===== config.mk =====
export PLATFORM = sky130hd
export DESIGN_NAME = lsu_ctrl
export DESIGN_NICKNAME = d
export VERILOG_FILES = /design/src/rtl/lsu_ctrl.sv
export SDC_FILE = /design/constraint.sdc
export NUM_CORES = 1
export LEC_CHECK = 0
export BUFFER_PORTS_ARGS = -buffer_cell sky130_fd_sc_hd__buf_2
export CORE_AREA = 2 2 195 101
export CTS_CLUSTER_DIAMETER = 100
export DETAILED_ROUTE_END_ITERATION = 10
export DIE_AREA = 0 0 197 103
export HOLD_SLACK_MARGIN = 0.03
export PLACE_DENSITY = 0.72
export RECOVER_POWER = 100
export REMOVE_ABC_BUFFERS = 1
export SYNTH_ARGS = -nofsm -noshare
export SYNTH_HDL_FRONTEND = slang
export SYNTH_SLANG_ARGS = --single-unit

===== constraint.sdc =====
create_clock -name clk_i -period 11.6 [get_ports clk_i]
set_clock_uncertainty 0.15 [all_clocks]
set_input_delay 3.48 -clock clk_i [delete_from_list [all_inputs] [get_ports clk_i]]
set_output_delay 3.48 -clock clk_i [all_outputs]
set_load 0.01 [all_outputs]

===== src/rtl/lsu_ctrl.sv =====
// lsu_ctrl: single-outstanding load/store unit with alignment checks, byte-lane steering,
// load extension and flush handling between execute and the data-memory port.
module lsu_ctrl #(
  parameter int XLEN = 32,
  parameter int NBYTES = XLEN / 8
) (
  input  logic              clk_i,
  input  logic              rst_ni,
  input  logic              req_valid_i,
  output logic              req_ready_o,
  input  logic              req_is_store_i,
  input  logic [1:0]        req_size_i,
  input  logic              req_unsigned_i,
  input  logic [XLEN-1:0]   req_base_i,
  input  logic [XLEN-1:0]   req_offset_i,
  input  logic [XLEN-1:0]   req_wdata_i,
  input  logic [4:0]        req_rd_i,
  input  logic              flush_i,
  output logic              mem_req_valid_o,
  input  logic              mem_req_ready_i,
  output logic [XLEN-1:0]   mem_addr_o,
  output logic              mem_we_o,
  output logic [NBYTES-1:0] mem_be_o,
  output logic [XLEN-1:0]   mem_wdata_o,
  input  logic              mem_rsp_valid_i,
  input  logic [XLEN-1:0]   mem_rdata_i,
  output logic              wb_valid_o,
  output logic [4:0]        wb_rd_o,
  output logic [XLEN-1:0]   wb_data_o,
  output logic              st_done_o,
  output logic              exc_valid_o,
  output logic [3:0]        exc_cause_o,
  output logic [XLEN-1:0]   exc_addr_o,
  output logic              busy_o
);
  localparam int OW = $clog2(NBYTES);
  typedef enum logic [2:0] {IDLE, REQ, WAIT, DONE, EXC, DRAIN} state_t;
  state_t state, next;
  logic is_store, uns, accept, done, in_req;
  logic [1:0] size;
  logic [4:0] rd;
  logic [3:0] cause, cause_n;
  logic [2:0] amask;
  logic [7:0] mask8;
  logic [OW-1:0] off;
  logic [XLEN-1:0] sum, ea, rs2, ld_data, shifted, ext, lanes;
  assign sum = req_base_i + req_offset_i;
  assign accept = req_valid_i & (state == IDLE) & ~flush_i;
  assign amask = (3'd1 << req_size_i) - 3'd1;
  assign cause_n = (req_size_i == 2'b11 && XLEN == 32) ? 4'd2 :
                   ((sum[2:0] & amask) != 3'd0) ? (req_is_store_i ? 4'd6 : 4'd4) : 4'd0;
  assign off = ea[OW-1:0];
  assign mask8 = (size == 2'd0) ? 8'h01 : (size == 2'd1) ? 8'h03 : (size == 2'd2) ? 8'h0F : 8'hFF;
  always_ff @(posedge clk_i) begin
    if (!rst_ni) begin
      state <= IDLE;
    end else begin
      state <= next;
      if (accept) begin
        is_store <= req_is_store_i;
        size <= req_size_i;
        uns <= req_unsigned_i;
        ea <= sum;
        rs2 <= req_wdata_i;
        rd <= req_rd_i;
        cause <= cause_n;
      end
      if (state == WAIT && mem_rsp_valid_i) ld_data <= ext;
    end
  end
  // bits above the access width take the access sign bit unless zero-extending
  always_comb begin
    shifted = mem_rdata_i >> {off, 3'b000};
    ext = shifted;
    for (int i = 8; i < XLEN; i++)
      if (i >= (8 << size)) ext[i] = ~uns & shifted[(8 << size) - 1];
  end
  always_comb begin
    lanes = '0;
    for (int i = 0; i < NBYTES; i++) lanes[8*i +: 8] = rs2[8*(i & ((1 << size) - 1)) +: 8];
  end
  always_comb begin
    next = state;
    case (state)
      IDLE:  next = accept ? ((cause_n != 4'd0) ? EXC : REQ) : IDLE;
      REQ:   next = mem_req_ready_i ? (flush_i ? (is_store ? IDLE : DRAIN) : (is_store ? DONE : WAIT))
                                    : (flush_i ? IDLE : REQ);
      WAIT:  next = mem_rsp_valid_i ? (flush_i ? IDLE : DONE) : (flush_i ? DRAIN : WAIT);
      DRAIN: next = mem_rsp_valid_i ? IDLE : DRAIN;
      default: next = IDLE;
    endcase
  end
  assign in_req = (state == REQ);
  assign done = (state == DONE) & ~flush_i;
  assign req_ready_o = (state == IDLE);
  assign busy_o = (state != IDLE);
  assign mem_req_valid_o = in_req;
  assign mem_addr_o = in_req ? {ea[XLEN-1:OW], {OW{1'b0}}} : '0;
  assign mem_we_o = in_req & is_store;
  assign mem_be_o = in_req ? mask8[NBYTES-1:0] << off : '0;
  assign mem_wdata_o = in_req ? lanes : '0;
  assign st_done_o = done & is_store;
  assign wb_valid_o = done & ~is_store;
  assign wb_rd_o = wb_valid_o ? rd : '0;
  assign wb_data_o = wb_valid_o ? ld_data : '0;
  assign exc_valid_o = (state == EXC) & ~flush_i;
  assign exc_cause_o = exc_valid_o ? cause : '0;
  assign exc_addr_o = exc_valid_o ? ea : '0;
endmodule


; Yosys cells after proc, flatten, opt, wreduce, memory -nomap -nowiden
; Index checks and enable logic that the tools add are counted.
; W data, S select, Z words.
[totals]
reg_bits = 112
input_bits = 143
word_cells = 124
[op_classes]
addsub = 4
order_cmp = 25
eq_ne = 7
n_shift = 8
n_mux = 51
bitwise = 12
reduce_logical = 8
[ops]
columns = op, n
row1 = $ge A6 B32 Y1 const A, 16
row2 = $ge A5 B32 Y1 const A, 8
row3 = $mux W32, 4
row4 = $shiftx A32 B6 Y8, 2
row5 = $add A32 B32 Y32, 1
row6 = $lt A32 B7 Y1 const B, 1
row7 = $shiftx A32 B5 Y8, 1
row8 = $shl A4 B2 Y32 const A, 1
row9 = $shr A32 B5 Y32, 1
row10 = $sub A32 B2 Y32 const B, 1
row11 = $mux W3, 10
row12 = $mux W1, 28
row13 = $mux W4, 4
row14 = $pmux W3 S4, 1
row15 = $and A1 B1 Y1, 8
row16 = $eq A3 B2 Y1 const B, 2
row17 = $eq A3 B3 Y1 const B, 2
row18 = $reduce_bool A3 Y1, 2
row19 = $bmux W1 S5, 1
row20 = $mux W5, 1
row21 = $mux W2, 2
row22 = $reduce_and A2 Y1, 2
row23 = $reduce_bool A4 Y1, 1
row24 = $shl A4 B2 Y4, 1
row25 = other kinds (12), 14

; Depth between registers and ports, before layout
; Gate-level depths: netlist of the first run.
[depth]
ltp_word = 10
depth_mapped = 12

; Least setup slack after synthesis of the first run
; OpenSTA, ideal clock, no wires.
[synth_path]
path_type = in2out
startpoint = input port flush_i
endpoint = output port exc_addr_o[22]
arrival_ps = 4632
required_time_ps = 7970
setup_slack_ps = 3338
stages = 3
path_buffers = 1
cell_sequence = nor4b_1 clkbuf_1 and2_1
[synth_between]
elab_chain_len = 3
[synth_rtl]
columns = element, line_no
row1 = start: declaration, 18  ; input logic flush_i,
row2 = $not A1 Y1, 106  ; assign exc_valid_o = (state == EXC) & ~flush_i;
row3 = $and A1 B1 Y1, 106
row4 = named net exc_valid_o, 31  ; output logic exc_valid_o,
row5 = $mux W32, 108  ; assign exc_addr_o = exc_valid_o ? ea : '0;
row6 = end: declaration, 33  ; output logic [XLEN-1:0] exc_addr_o,
; The timed path passes the listed nets, and every way through them passes these cells.

; Worst setup path in the final report of the first run
[layout_path]
startpoint = input port flush_i
endpoint = output port exc_addr_o[30]
[layout_between]
elab_chain_len = 3
[layout_rtl]
columns = element, line_no
row1 = $not A1 Y1, 106
row2 = $and A1 B1 Y1, 106
row3 = $mux W32, 108
; Every way passes these cells.

==> results of run 1 <==
-- cell usage in the layout (no fill, tap or decap), types with 9 or more instances in the layout --
cell / n
sky130_fd_sc_hd__nand3_1: 14
sky130_fd_sc_hd__clkbuf_1: 105
sky130_fd_sc_hd__xnor2_1: 13
sky130_fd_sc_hd__nor2_1: 53
sky130_fd_sc_hd__o21ai_0: 34
sky130_fd_sc_hd__clkbuf_16: 9
sky130_fd_sc_hd__buf_2: 186
sky130_fd_sc_hd__and2_1: 69
sky130_fd_sc_hd__inv_1: 16
sky130_fd_sc_hd__mux2i_1: 34
sky130_fd_sc_hd__nand2_1: 50
sky130_fd_sc_hd__a21o_1: 11
sky130_fd_sc_hd__xor2_1: 14
sky130_fd_sc_hd__a211oi_1: 28
sky130_fd_sc_hd__a21oi_1: 53
sky130_fd_sc_hd__nor2b_1: 11
sky130_fd_sc_hd__edfxtp_1: 107
sky130_fd_sc_hd__and2_0: 47
sky130_fd_sc_hd__ha_1: 38
sky130_fd_sc_hd__nand2b_1: 10
-- state kept, by name, indices dropped and copies added, names as in the netlist, 2 cells and up --
| signal | cells |
|---|---|
| ea | 32 |
| ld_data | 32 |
| rs2 | 32 |
| rd | 5 |
| state | 3 |
| cause | 2 |
| size | 2 |
-- power by group --
group / switching [mW] / internal (mW)
logic: 0.116 / 0.0827
clock network: 0.163 / 0.156
registers: 0.00663 / 0.456
total: 0.285 / 0.695
-- synthesized netlist by cell type, types with 2 or more instances --
cell | n | area [um2]
sky130_fd_sc_hd__a21oi_2 | 2 | 17.5
sky130_fd_sc_hd__a31oi_1 | 5 | 31.3
sky130_fd_sc_hd__mux2_2 | 2 | 22.5
sky130_fd_sc_hd__a31o_2 | 3 | 26.3
sky130_fd_sc_hd__mux2i_1 | 34 | 340
sky130_fd_sc_hd__nor3_1 | 5 | 25.0
sky130_fd_sc_hd__o21ai_0 | 34 | 170
sky130_fd_sc_hd__and3_1 | 3 | 18.8
sky130_fd_sc_hd__a21oi_1 | 53 | 265
sky130_fd_sc_hd__inv_1 | 16 | 60.1
sky130_fd_sc_hd__buf_1 | 4 | 15.0
sky130_fd_sc_hd__nand3_1 | 14 | 70.1
sky130_fd_sc_hd__ha_1 | 38 | 475
sky130_fd_sc_hd__and2_1 | 116 | 726
sky130_fd_sc_hd__buf_2 | 2 | 10.0
sky130_fd_sc_hd__nor3b_1 | 2 | 15.0
sky130_fd_sc_hd__xnor2_1 | 13 | 114
sky130_fd_sc_hd__nand2_1 | 50 | 188
sky130_fd_sc_hd__edfxtp_1 | 107 | 3210
sky130_fd_sc_hd__nor2b_1 | 11 | 68.8
sky130_fd_sc_hd__o22ai_1 | 4 | 25.0
sky130_fd_sc_hd__nor2_1 | 53 | 199
sky130_fd_sc_hd__or3_1 | 4 | 25.0
sky130_fd_sc_hd__o211a_1 | 2 | 20.0
sky130_fd_sc_hd__a22o_1 | 2 | 17.5
sky130_fd_sc_hd__o21bai_1 | 2 | 15.0
sky130_fd_sc_hd__o31ai_1 | 2 | 15.0
sky130_fd_sc_hd__nand4_1 | 5 | 31.3
sky130_fd_sc_hd__nand2b_1 | 10 | 62.6
sky130_fd_sc_hd__buf_6 | 2 | 22.5
sky130_fd_sc_hd__a211oi_1 | 28 | 210
sky130_fd_sc_hd__a21o_1 | 11 | 82.6
sky130_fd_sc_hd__xor2_1 | 14 | 123
sky130_fd_sc_hd__clkbuf_1 | 31 | 116
sky130_fd_sc_hd__o21a_1 | 5 | 37.5
sky130_fd_sc_hd__nor4_1 | 7 | 43.8
sky130_fd_sc_hd__dfxtp_1 | 3 | 60.1
sky130_fd_sc_hd__buf_4 | 5 | 37.5
-- cells by family after synthesis --
logic type / count (synthesis) / share of synthesized area (%)
and+or+nand+nor: 290 / 21.3
AOI/OAI and AO/OA: 169 / 15.3
DFF: 110 / 44.8
buffers and inverters: 60 / 3.58
adders and majority gates: 39 / 6.78
muxes: 36 / 4.96
xor gates and xnor gates: 27 / 3.24
other: 1 / 0.0513
-- worst max-delay path, stage by stage --
cell and delay (ns):
sky130_fd_sc_hd__clkbuf_1 0.20, sky130_fd_sc_hd__nor4b_1 0.54, sky130_fd_sc_hd__clkbuf_1 0.99, sky130_fd_sc_hd__and2_1 0.24, sky130_fd_sc_hd__clkbuf_1 0.16
-- through the flow --
step | hold WS [ns] | power (mW) | util [%] | cells | cell area, um2
2_1_floorplan | 0.436 | 0.597 | - | 691 | 7120
3_3_place_gp | 0.512 | 0.669 | 47.5 | 1232 | 8940
3_5_place_dp | 0.500 | 0.671 | 47.5 | 1232 | 8940
4_1_cts | 0.514 | 0.997 | 49.1 | 1248 | 9240
5_1_grt | 0.570 | 1.03 | 48.1 | 1248 | 9050
6_report | 0.524 | 0.980 | 48.1 | 1249 | 9060
-- layer usage --
metal,share of wire [%],vias to the layer above,wire length [um],global-route usage [%]
met5,0,-,0,0
met4,0.64,0,135,3.24
met3,8.2,10,1740,5.00
met2,41,277,8600,28.3
met1,51,2994,10700,31.4
li1,-,3167,-,-
-- final cells by class --
cell class	count	share of cell area (%)
multi-input cells	565	41.5
flip-flops and latches	110	36.1
repair buffers	294	14.9
well taps	247	3.41
clock buffers	9	2.49
clock inverters	7	0.898
inverters	16	0.663
diodes	1	0.0276
-- final timing paths --
kind                            cells after the start  slack [ns]  startpoint        endpoint
worst max register to register                      6        6.31     size[1]     ld_data[15]
worst min register to register                      2        0.52    state[2]        state[0]
worst min-delay path                                2        0.52    state[2]        state[0]
worst max-delay path                                5        2.35     flush_i  exc_addr_o[30]
==> impl_results.md, run 1 <==
- First-pass detailed-route iteration total: 5
- Residual DRC count: 0
- Core region area: 18,800 um2
- Remaining global-route overflow: 0
- Area occupied by registers: 3270 um2
- Crit share post-route: 79.8%
- Proportion of layout cells with a drive suffix above 1: 21.9%
- Main flop type after synthesis: sky130_fd_sc_hd__edfxtp_1
- Placement-stage worst setup slack: 3.23 ns
- HPWL after detailed placement: 16,300 um
- Unrepaired setup endpoints after global routing: no
- Number of clock buffers inserted by TritonCTS: 9
- Synthesized cell area: 7310 um2
- Max frequency: 108 MHz
- Async set or reset register ratio after synthesis: 0%
- Depth of the CTS H-tree: 3
- Starting density of the core: 38.8%
- Final hold violation count: 0
- Resized Gates After CTS: 0
- Drt via density: 5.16
- DR vias: 6,448
- Yosys cell types: 66
- Result of the run: finished, violations left
- Layout area overhead: 23.9%
- Number of instances in the synthesized netlist: 732
- Average detailed-routed wire length per instance: 17.0 um
- Final setup viols: 0
- Overall die area: 20,300 um2
- Synthesized area per cell: 9.98 um2
- Total number of clock tree sinks: 110
- Setup tns final: 0 ns
- Flip-flop and latch count after synthesis: 110
- Worst VDD drop: 83.4 uV
- Final #Nets: 1,178
- Vias in the first global route: 5,721
- Final number of max-transition violations: 140
- GRT Resource Usage Total: 20.2%
- Type of element capturing the critical path: output pin
- Initial DRC count: 514
- Detail Route Antenna Nets: 0
- Final WS setup: 2.35 ns
- Horizontal die dimension: 197 um
- Clock Path Buffers: 2
- CP max FO: 33
- WP data arrival: 5.62 ns
- Violated checks: max-capacitance violations, max-slew violations
- Height of the die: 103 um
- Worst Hold Class: flip-flop to flip-flop
- Pin count of the biggest net entering global routing: 76
- Initial antenna violation count: 0
- Setup Buffers After CTS: 0
- TritonCTS clock tree: built
- Cell row count: 36
- # hold bufs at CTS: 0
- Post-layout min period: 9.25 ns
- Number of filler instances in the final layout: 1,853
- Number of warnings printed during yosys synthesis: 0
- Cell at the root of the clock tree: sky130_fd_sc_hd__clkbuf_16
- Leakage component of the power: 3.85 nW
- MaxCap Viol Count: 3
- Endpoint required time on the critical path: 7.97 ns
- Part of the Yosys area used for sequential elements: 44.8%
- Final routed wirelength across all metal layers: 21,200 um
- # IOs: 291
- CP startpoint kind: input port
- Wire length of the first global-routing pass: 31,300 um
- P per Cell Area: 108 nW/um2
- Worst relative slew slack: -136%
- Total area of multi-input combinational cells: 3760 um2
- Number of enable-type register cells in the synthesized netlist: 107
- Number of I/O port buffers: 286
- Clock insertion delay at the later pin of the skew report: 0.35 ns
- Worst-margin pin slew: 3.53 ns
- Clock-pin slew on the worst setup and hold paths: 0.08 ns
- Category of the critical setup timing path: input port to output pin
- Placer Congestion: 0.950
Note: power is estimated with default switching activity, not from simulation.
==> run 2, diff against run 1 <==
--- a/config.mk
+++ b/config.mk
@@ -11,7 +11,7 @@
 export DETAILED_ROUTE_END_ITERATION = 10
 export DIE_AREA = 0 0 197 103
 export HOLD_SLACK_MARGIN = 0.03
-export PLACE_DENSITY = 0.72
+export PLACE_DENSITY = 0.75
 export RECOVER_POWER = 100
 export REMOVE_ABC_BUFFERS = 1
 export SYNTH_ARGS = -nofsm -noshare
==> constraint.sdc (replaced) <==
create_clock -name clk_i -period 8.3 [get_ports clk_i]
set_clock_uncertainty 0.15 [all_clocks]
set_input_delay 2.49 -clock clk_i [delete_from_list [all_inputs] [get_ports clk_i]]
set_output_delay 2.49 -clock clk_i [all_outputs]
set_load 0.01 [all_outputs]
==> impl_results.md, run 2 (same netlist as run 1, synthesis figures left out) <==
- Result of the run: finished, violations left
- Violated checks: max-capacitance violations, max-slew violations
- P per Cell Area: 150 nW/um2
- Setup tns final: 0 ns
- # IOs: 291
- Horizontal die dimension: 197 um
- Type of element capturing the critical path: output pin
- Crit share post-route: 85.0%
- Placer Congestion: 0.959
- Number of I/O port buffers: 286
- Cell row count: 36
- Worst path max stage delay: 1.01 ns
- Number of clock buffers inserted by TritonCTS: 9
- Final hold violation count: 0
- Worst VDD drop: 87.2 uV
- Final #Nets: 1,177
- Unrepaired setup endpoints after global routing: no
- Leakage component of the power: 3.80 nW
- Overall die area: 20,300 um2
- Remaining global-route overflow: 0
- Worst relative slew slack: -83.5%
- Final routed wirelength across all metal layers: 22,100 um
- CP max FO: 38
- Worst Hold Class: flip-flop to flip-flop
- DR vias: 6,534
- Non-filler cells in the finished layout: 1,249
- CP startpoint kind: input port
- Worst hold slack across all endpoints: 0.545 ns
- Average detailed-routed wire length per instance: 17.7 um
- Post-layout min period: 7.06 ns
- Slowest-stage cell, CP: sky130_fd_sc_hd__clkbuf_1
- Fraction of power consumed by the clock network: 31.5%
- Worst-margin pin slew: 2.75 ns
- Crit-path cells: clkbuf_1, nor4_2, clkbuf_1, and2_1, clkbuf_1
- Number of filler instances in the final layout: 1,858
- GRT Resource Usage Total: 21.1%
- Residual DRC count: 0
- Most frequent cells in the layout: 177 x sky130_fd_sc_hd__buf_2, 113 x sky130_fd_sc_hd__clkbuf_1, 107 x sky130_fd_sc_hd__edfxtp_1
- Cell occurring most often along the worst timing path: sky130_fd_sc_hd__clkbuf_1
- Proportion of layout cells with a drive suffix above 1: 21.0%
- Sw power: 392 uW
- Initial DRC count: 475
- First-pass detailed-route iteration total: 5
- Clock Path Buffers: 2
- Registers with the most flip-flops: ea (32), ld_data (32), rs2 (32)
- Pin count of the biggest net entering global routing: 51
- Max frequency: 142 MHz
- Final number of max-transition violations: 84
- Resized Gates After CTS: 0
- Cell at the root of the clock tree: sky130_fd_sc_hd__clkbuf_16
- Most common library cell in the layout ignoring fill and taps: sky130_fd_sc_hd__buf_2
- Depth of the CTS H-tree: 3
- MaxCap Viol Count: 2
- Final WS setup: 1.24 ns
- Switching part of the total: 29.0%
- Placed insts: 1,231
- Vias in the first global route: 5,947
- Power share of the sequential group: 47.8%
- Logic pwr share: 20.7%
- TritonCTS clock tree: built
- HPWL after detailed placement: 17,100 um
- Wire length of the first global-routing pass: 32,700 um
- Core region area: 18,800 um2
- Placement-stage worst setup slack: 1.94 ns
- Setup Buffers After CTS: 0
- WP data arrival: 4.42 ns
- Clock insertion delay at the later pin of the skew report: 0.35 ns
- Initial antenna violation count: 2
- Layout area overhead: 23.4%
- Drt via density: 5.23
- Height of the die: 103 um
- Starting density of the core: 38.8%
- Internal power component: 961 uW
- Category of the critical setup timing path: input port to output pin
- Share of the core filled with cells: 47.9%
- Detail Route Antenna Nets: 0
- Endpoint required time on the critical path: 5.66 ns
- # hold bufs at CTS: 0
- Final setup viols: 0
- Total number of clock tree sinks: 110
- Clock-pin slew on the worst setup and hold paths: 0.08 ns
==> run 2: final cells by class <==
class | count | area [um2] | share of cell area (%)
Tap cell | 247 | 309 | 3.43
Sequential cell | 110 | 3270 | 36.3
Inverter | 16 | 60.1 | 0.666
Clock buffer | 9 | 225 | 2.50
Timing Repair Buffer | 293 | 1330 | 14.8
Clock inverter | 7 | 56.3 | 0.625
Multi-Input combinational cell | 565 | 3750 | 41.6
Antenna cell | 2 | 5.00 | 0.0555
==> run 2: critical path, delay by kind of cell <==
family / cells / cell delay [ns]
AND/OR/NAND/NOR: 2 / 0.53
buffers and inverters: 3 / 1.38
==> run 2: power by group through the flow <==
stage	clock, mW	sequential, mW	combinational (mW)
2_1_floorplan	0	0.657	0.177
3_3_place_gp	0	0.658	0.276
3_5_place_dp	0	0.658	0.283
4_1_cts	0.442	0.646	0.284
5_1_grt	0.462	0.649	0.309
6_report	0.426	0.647	0.279
==> run 2: routing by layer <==
layer | vias to the layer above | global-route usage, % | wire, um
li1 | 3173 | - | -
met1 | 3023 | 31.6 | 10700
met2 | 318 | 31.0 | 9250
met3 | 18 | 5.23 | 1970
met4 | 2 | 3.41 | 197
met5 | - | 0 | 7
==> run 2: stage by stage <==
stage | cell area (um2) | power (mW)
6_report | 9010 | 1.35
5_1_grt | 9010 | 1.42
4_1_cts | 9210 | 1.37
3_5_place_dp | 8930 | 0.942
3_3_place_gp | 8930 | 0.934
2_1_floorplan | 7120 | 0.834
==> run 2: path summary, 6_finish.rpt <==
kind,from,endpoint,slack [ns],cells past startpoint
setup / recovery,flush_i,wb_data_o[15],1.24,5
hold reg to reg,state[2],state[0],0.55,2
hold / removal,state[2],state[0],0.55,2
setup reg to reg,state[2],size[1],3.59,3
